===== src/rtl/bure_lsu.sv =====
// Load/store unit: one data-memory transaction at a time over a req/gnt/rvalid
// handshake, returning the aligned and extended load result to writeback.
module bure_lsu #(
  parameter int DATA_WIDTH = 32
) (
  input  logic                    i_clk,
  input  logic                    i_rst_n,
  input  logic                    i_valid,
  output logic                    o_ready,
  input  logic                    i_is_store,
  input  logic [2:0]              i_funct3,
  input  logic [DATA_WIDTH-1:0]   i_addr,
  input  logic [DATA_WIDTH-1:0]   i_store_data,
  output logic                    o_done,
  output logic [DATA_WIDTH-1:0]   o_data,
  output logic                    o_fault,
  output logic                    o_mem_req,
  output logic                    o_mem_we,
  output logic [DATA_WIDTH-1:0]   o_mem_addr,
  output logic [DATA_WIDTH/8-1:0] o_mem_wstrb,
  output logic [DATA_WIDTH-1:0]   o_mem_wdata,
  input  logic                    i_mem_gnt,
  input  logic                    i_mem_rvalid,
  input  logic [DATA_WIDTH-1:0]   i_mem_rdata
);

  localparam int NB = DATA_WIDTH / 8;

  localparam logic [1:0] IDLE = 2'd0;
  localparam logic [1:0] REQ  = 2'd1;
  localparam logic [1:0] WAIT = 2'd2;
  localparam logic [1:0] RESP = 2'd3;

  logic [1:0]            state;
  logic                  we_q;
  logic [2:0]            f3_q;
  logic [1:0]            off_q;
  logic                  fault_q;
  logic [DATA_WIDTH-1:0] addr_q;
  logic [NB-1:0]         wstrb_q;
  logic [DATA_WIDTH-1:0] wdata_q;
  logic [DATA_WIDTH-1:0] data_q;

  logic                  fault_c;
  logic [NB-1:0]         wstrb_c;
  logic [DATA_WIDTH-1:0] wdata_c;
  logic [DATA_WIDTH-1:0] load_c;
  logic [DATA_WIDTH-1:0] byte_shift;
  logic [DATA_WIDTH-1:0] half_shift;

  // Decode of the op presented in IDLE: fault check, strobes and replicated data.
  // NOTE: every signal assigned in always_comb gets a default first so no latch is inferred.
  always_comb begin
    fault_c = 1'b0;
    wstrb_c = '0;
    wdata_c = i_store_data;
    if (i_funct3 == 3'b011 || i_funct3[2:1] == 2'b11 || (i_is_store && i_funct3[2]))
      fault_c = 1'b1;
    if (i_funct3[1:0] == 2'b01 && i_addr[0])
      fault_c = 1'b1;
    if (i_funct3[1:0] == 2'b10 && i_addr[1:0] != 2'b00)
      fault_c = 1'b1;
    case (i_funct3[1:0])
      2'b00: begin
        wstrb_c = NB'(4'b0001 << i_addr[1:0]);
        wdata_c = {4{i_store_data[7:0]}};
      end
      2'b01: begin
        wstrb_c = NB'(4'b0011 << {i_addr[1], 1'b0});
        wdata_c = {2{i_store_data[15:0]}};
      end
      default: begin
        wstrb_c = '1;
        wdata_c = i_store_data;
      end
    endcase
    if (!i_is_store || fault_c)
      wstrb_c = '0;
  end

  // Lane extraction uses the byte offset latched at accept, not the live address.
  always_comb begin
    byte_shift = i_mem_rdata >> {off_q, 3'b000};
    half_shift = i_mem_rdata >> {off_q[1], 4'b0000};
    case (f3_q)
      3'b000:  load_c = {{(DATA_WIDTH-8){byte_shift[7]}}, byte_shift[7:0]};
      3'b001:  load_c = {{(DATA_WIDTH-16){half_shift[15]}}, half_shift[15:0]};
      3'b100:  load_c = {{(DATA_WIDTH-8){1'b0}}, byte_shift[7:0]};
      3'b101:  load_c = {{(DATA_WIDTH-16){1'b0}}, half_shift[15:0]};
      default: load_c = i_mem_rdata;
    endcase
  end

  // NOTE: sequential state uses non-blocking assignments only, so every flop samples pre-edge values.
  always_ff @(posedge i_clk or negedge i_rst_n) begin
    if (!i_rst_n) begin
      state   <= IDLE;
      we_q    <= 1'b0;
      f3_q    <= '0;
      off_q   <= '0;
      fault_q <= 1'b0;
      addr_q  <= '0;
      wstrb_q <= '0;
      wdata_q <= '0;
      data_q  <= '0;
    end else begin
      case (state)
        IDLE: begin
          if (i_valid) begin
            we_q    <= i_is_store && !fault_c;
            f3_q    <= i_funct3;
            off_q   <= i_addr[1:0];
            fault_q <= fault_c;
            addr_q  <= {i_addr[DATA_WIDTH-1:2], 2'b00};
            wstrb_q <= wstrb_c;
            wdata_q <= wdata_c;
            data_q  <= '0;
            state   <= fault_c ? RESP : REQ;
          end
        end
        REQ: begin
          if (i_mem_gnt)
            state <= we_q ? RESP : WAIT;
        end
        WAIT: begin
          if (i_mem_rvalid) begin
            data_q <= load_c;
            state  <= RESP;
          end
        end
        default: state <= IDLE;
      endcase
    end
  end

  assign o_ready     = (state == IDLE);
  assign o_mem_req   = (state == REQ);
  assign o_mem_we    = o_mem_req && we_q;
  assign o_mem_addr  = addr_q;
  assign o_mem_wstrb = wstrb_q;
  assign o_mem_wdata = wdata_q;
  assign o_done      = (state == RESP);
  assign o_fault     = o_done && fault_q;
  assign o_data      = o_done ? data_q : '0;

endmodule


===== config.mk =====
export PLATFORM = sky130hd
export DESIGN_NAME = bure_lsu
export DESIGN_NICKNAME = d
export VERILOG_FILES = /design/src/rtl/bure_lsu.sv
export SDC_FILE = /design/constraint.sdc
export NUM_CORES = 1
export LEC_CHECK = 0
export CAP_MARGIN = 10
export CORE_UTILIZATION = 35
export DETAILED_ROUTE_END_ITERATION = 7
export HOLD_SLACK_MARGIN = 0.02
export PLACE_DENSITY_LB_ADDON = 0.3
export SETUP_SLACK_MARGIN = 0.2
export SYNTH_ARGS = -nofsm -noshare
export SYNTH_HDL_FRONTEND = slang
export SYNTH_SLANG_ARGS = --single-unit

===== constraint.sdc =====
create_clock -name i_clk -period 1.7 [get_ports i_clk]
set_input_delay 0.34 -clock i_clk [delete_from_list [all_inputs] [get_ports i_clk]]
set_output_delay 0.34 -clock i_clk [all_outputs]
set_load 0.005 [all_outputs]

==> flow_metrics.py <==
metrics = {
    "run_status": {
        "status": "finished, violations left",
        "violations": "negative setup slack",
    },
    "setup_path": {
        "crit_arrival_ns": 1.60,
        "cp_top_family": "buffers and inverters",
        "cp-start-kind": "register",
        "crit_type": "reg -> out",
        "cp_max_fo": 5,
        "worstSetupEndpointType": "primary output",
        "cpMaxStageDelayCell": "dfrtp_1",
        "crit_buf_inv": 4,
        "slowest_delay_ns": 0.43,
        "required_ns": 1.36,
        "path_common_cell": "buf_12",
        "crit_chain": "ha_4 -> buf_12 -> buf_12 -> buf_16 -> and2_4 -> buf_6",
    },
    "die": {
        "rows": 43,
        "start_util_pct": 36.35,
        "io_pins": 210,
        "core_area_mm2": 0.01404,
        "die_area_mm2": 0.01507,
        "die_w_um": 122.8,
        "die_h_um": 122.8,
    },
    "sta": {
        "fmax_mhz": 516.1,
        "max_slew_margin_pct": 57.45,
        "post-route-period-util_pct": 114.0,
        "setup_viol": 138,
        "layout_setup_ws_ns": -0.2375,
        "hold_viol_final": 0,
        "min_period_ns": 1.938,
        "skew_ns": 0.01203,
        "rsz0062_at_grt": "yes",
        "fin_setup_tns_ns": -18.39,
        "whs_ns": 0.4683,
        "slew_violations": 0,
        "tightest_slew_ns": 0.6375,
    },
    "drt": {
        "drt-pass1-iter-count": 5,
        "wl_per_cell_um": 18.45,
        "viasPerCell": 5.151,
        "drc": 0,
        "routed_wl_um": 17560,
        "drt_iter0_drc": 258,
        "num_vias": 4904,
        "ant_nets": 0,
    },
    "power_and_ir_drop": {
        "powerDensity_mw_per_mm2": 1649,
        "p_leak_nw": 4.502,
        "ir_drop_uv": 934.2,
        "finalPower_mw": 15.64,
    },
    "yosys": {
        "synth_seq_area_share_pct": 52.45,
        "synth_seq_cells": 107,
        "synth_ff_type": "dfrtp_1",
        "avgSynthCellArea_um2": 10.59,
        "synth_area_mm2": 0.005105,
        "synthArstFlopShare_pct": 100.0,
        "synth.distinct_cells": 36,
        "synth_edf_count": 0,
        "syn-instance-count": 482,
        "ys_warn_count": 0,
    },
    "cells_and_area": {
        "nFillCells": 1041,
        "antennaDiodeCount": 0,
        "drive_above_1_share_pct": 43.13,
        "final_util_pct": 67.56,
        "final_nets": 876,
        "fin_area_mm2": 0.009487,
        "area_growth_syn_to_layout_pct": 85.83,
    },
    "global_routing": {
        "met1_usage_pct": 25.78,
        "use_met2_pct": 39.75,
        "busiest_layer": "met2",
        "grt.overflow.total": 0,
        "antenna_found_initial": 0,
        "grt_pass1_vias": 5072,
        "grtUsageMet3_pct": 6.970,
        "grt_max_degree": 39,
        "grtUsageTotal_pct": 22.67,
        "grt_pass1_wl_um": 25740,
    },
    "cts": {
        "clk_latency_ns": 0.35,
        "clk_path_buf_depth": 2,
        "cts_buffers": 9,
        "cts_tree": "done",
        "cts.sinks": 107,
        "h-tree-depth": 3,
        "cts_root_buf": "clkbuf_16",
        "path_clk_slew_ns": 0.08,
    },
    "placed_design": {
        "dpl_cell_area_mm2": 0.007699,
        "gp_congestion": 0.8359,
        "dpl.hpwl_um": 11430,
        "numPortBuffers": 207,
    },
    "job": {
        "drv_cap": 0,
    },
    "hold_path": {
        "hp-class": "in -> async",
    },
}
-- through the flow --
stage                     worst slack [ns]  std cells
final                              -0.2375        952
after global routing               -0.2883        952
after CTS                          -0.2313        940
after detailed placement           -0.4571        882
after global placement             -0.4016        882
after floorplan                    -0.1070        483
-- layout by cell type (no fill, tap or decap), types with 2 or more instances in the layout --
master	Yosys	final
a21oi_1	24	24
a22o_1	7	7
and2_1	34	4
and2_4	0	30
and3_4	0	2
buf_12	1	15
buf_16	0	10
buf_2	0	4
buf_4	2	39
buf_6	2	55
buf_8	0	8
bufinv_16	0	2
clkbuf_16	0	15
clkdlybuf4s50_1	0	101
conb_1	1	2
dfrtp_1	107	107
dlygate4sd2_1	0	68
ha_4	0	3
inv_1	6	4
inv_6	0	3
mux2_2	50	29
mux2_4	0	21
mux2i_1	25	25
nand2_1	59	7
nand2_2	0	24
nand2_4	0	27
nand2b_1	7	6
nor2_1	29	29
nor3_1	3	2
o21ai_0	51	7
o21ai_1	0	21
o21ai_2	10	33
o22ai_1	15	14
-- Yosys cell counts, types with 2 or more instances --
cell type | n | area [um^2]
dfrtp_1 | 107 | 2678
nand2_1 | 59 | 221.5
o21ai_0 | 51 | 255.2
mux2_2 | 50 | 563.0
and2_1 | 34 | 212.7
nor2_1 | 29 | 108.9
clkbuf_1 | 25 | 93.84
mux2i_1 | 25 | 250.2
a21oi_1 | 24 | 120.1
o22ai_1 | 15 | 93.84
o21ai_2 | 10 | 87.58
a22o_1 | 7 | 61.31
nand2b_1 | 7 | 43.79
inv_1 | 6 | 22.52
buf_1 | 4 | 15.01
ha_1 | 4 | 50.05
nor3_1 | 3 | 15.01
and3_1 | 2 | 12.51
buf_4 | 2 | 15.01
buf_6 | 2 | 22.52
-- metal layers --
| metal | vias to the layer above | routed length (um) |
|---|---|---|
| li1 | 2251 | - |
| met1 | 2382 | 6547 |
| met2 | 240 | 8997 |
| met3 | 31 | 1614 |
| met4 | 0 | 402 |
| met5 | - | 0 |
-- what timing repair did --
item / CTS / global route
pin swaps: 5 / 59
hold buffers: 1 / 0
cloned: 10 / 6
setup endpoints to repair: 204 / 144
setup buffers: 31 / 6
hold endpoints to repair: 28 / 0
resized for setup: 293 / 203
-- sequential cells by signal (all words and copies together), names as in the netlist --
signal	cells
data_q	32
f3_q	3
fault_q	1
o_mem_addr	30
o_mem_wdata	32
o_mem_wstrb	4
off_q	2
state	2
we_q	1
-- path summary, 6_finish.rpt --
check / from / end / slack, ns / cells after the start
worst min-delay path: i_rst_n / o_mem_addr[7] / 0.47 / 2
worst min register to register: data_q[21] / data_q[21] / 0.49 / 2
worst max register to register: state[1] / data_q[4] / -0.19 / 11
min in group i_clk: data_q[21] / data_q[21] / 0.49 / 2
max in group asynchronous: i_rst_n / data_q[25] / 0.59 / 3
worst max-delay path: state[0] / o_data[15] / -0.24 / 6
-- logic make-up after synthesis --
kind of cell               count (synthesis)  share of synthesized area (%)
and+or+nand+nor                          137                          12.48
AOI/OAI and AO/OA                        117                          13.95
DFF                                      107                          52.45
muxes                                     76                          16.37
buffers and inverters                     40                          3.701
adders and majority gates                  4                         0.9804
other                                      1                        0.07346
-- where the power goes --
part | internal, mW | switching, mW
registers | 3.61 | 0.770
clock network | 1.31 | 1.01
logic | 5.29 | 3.66
-- final cells by class --
class | instances | area (um^2) | area share [%]
inverters | 6 | 25.02 | 0.2638
repair buffers | 307 | 3395 | 35.78
clock buffers | 10 | 229.0 | 2.414
clock inverters | 6 | 93.84 | 0.9892
well taps | 180 | 225.2 | 2.374
multi-input cells | 336 | 2841 | 29.95
flip-flops and latches | 107 | 2678 | 28.22
Power figures use the tool's default switching activity.
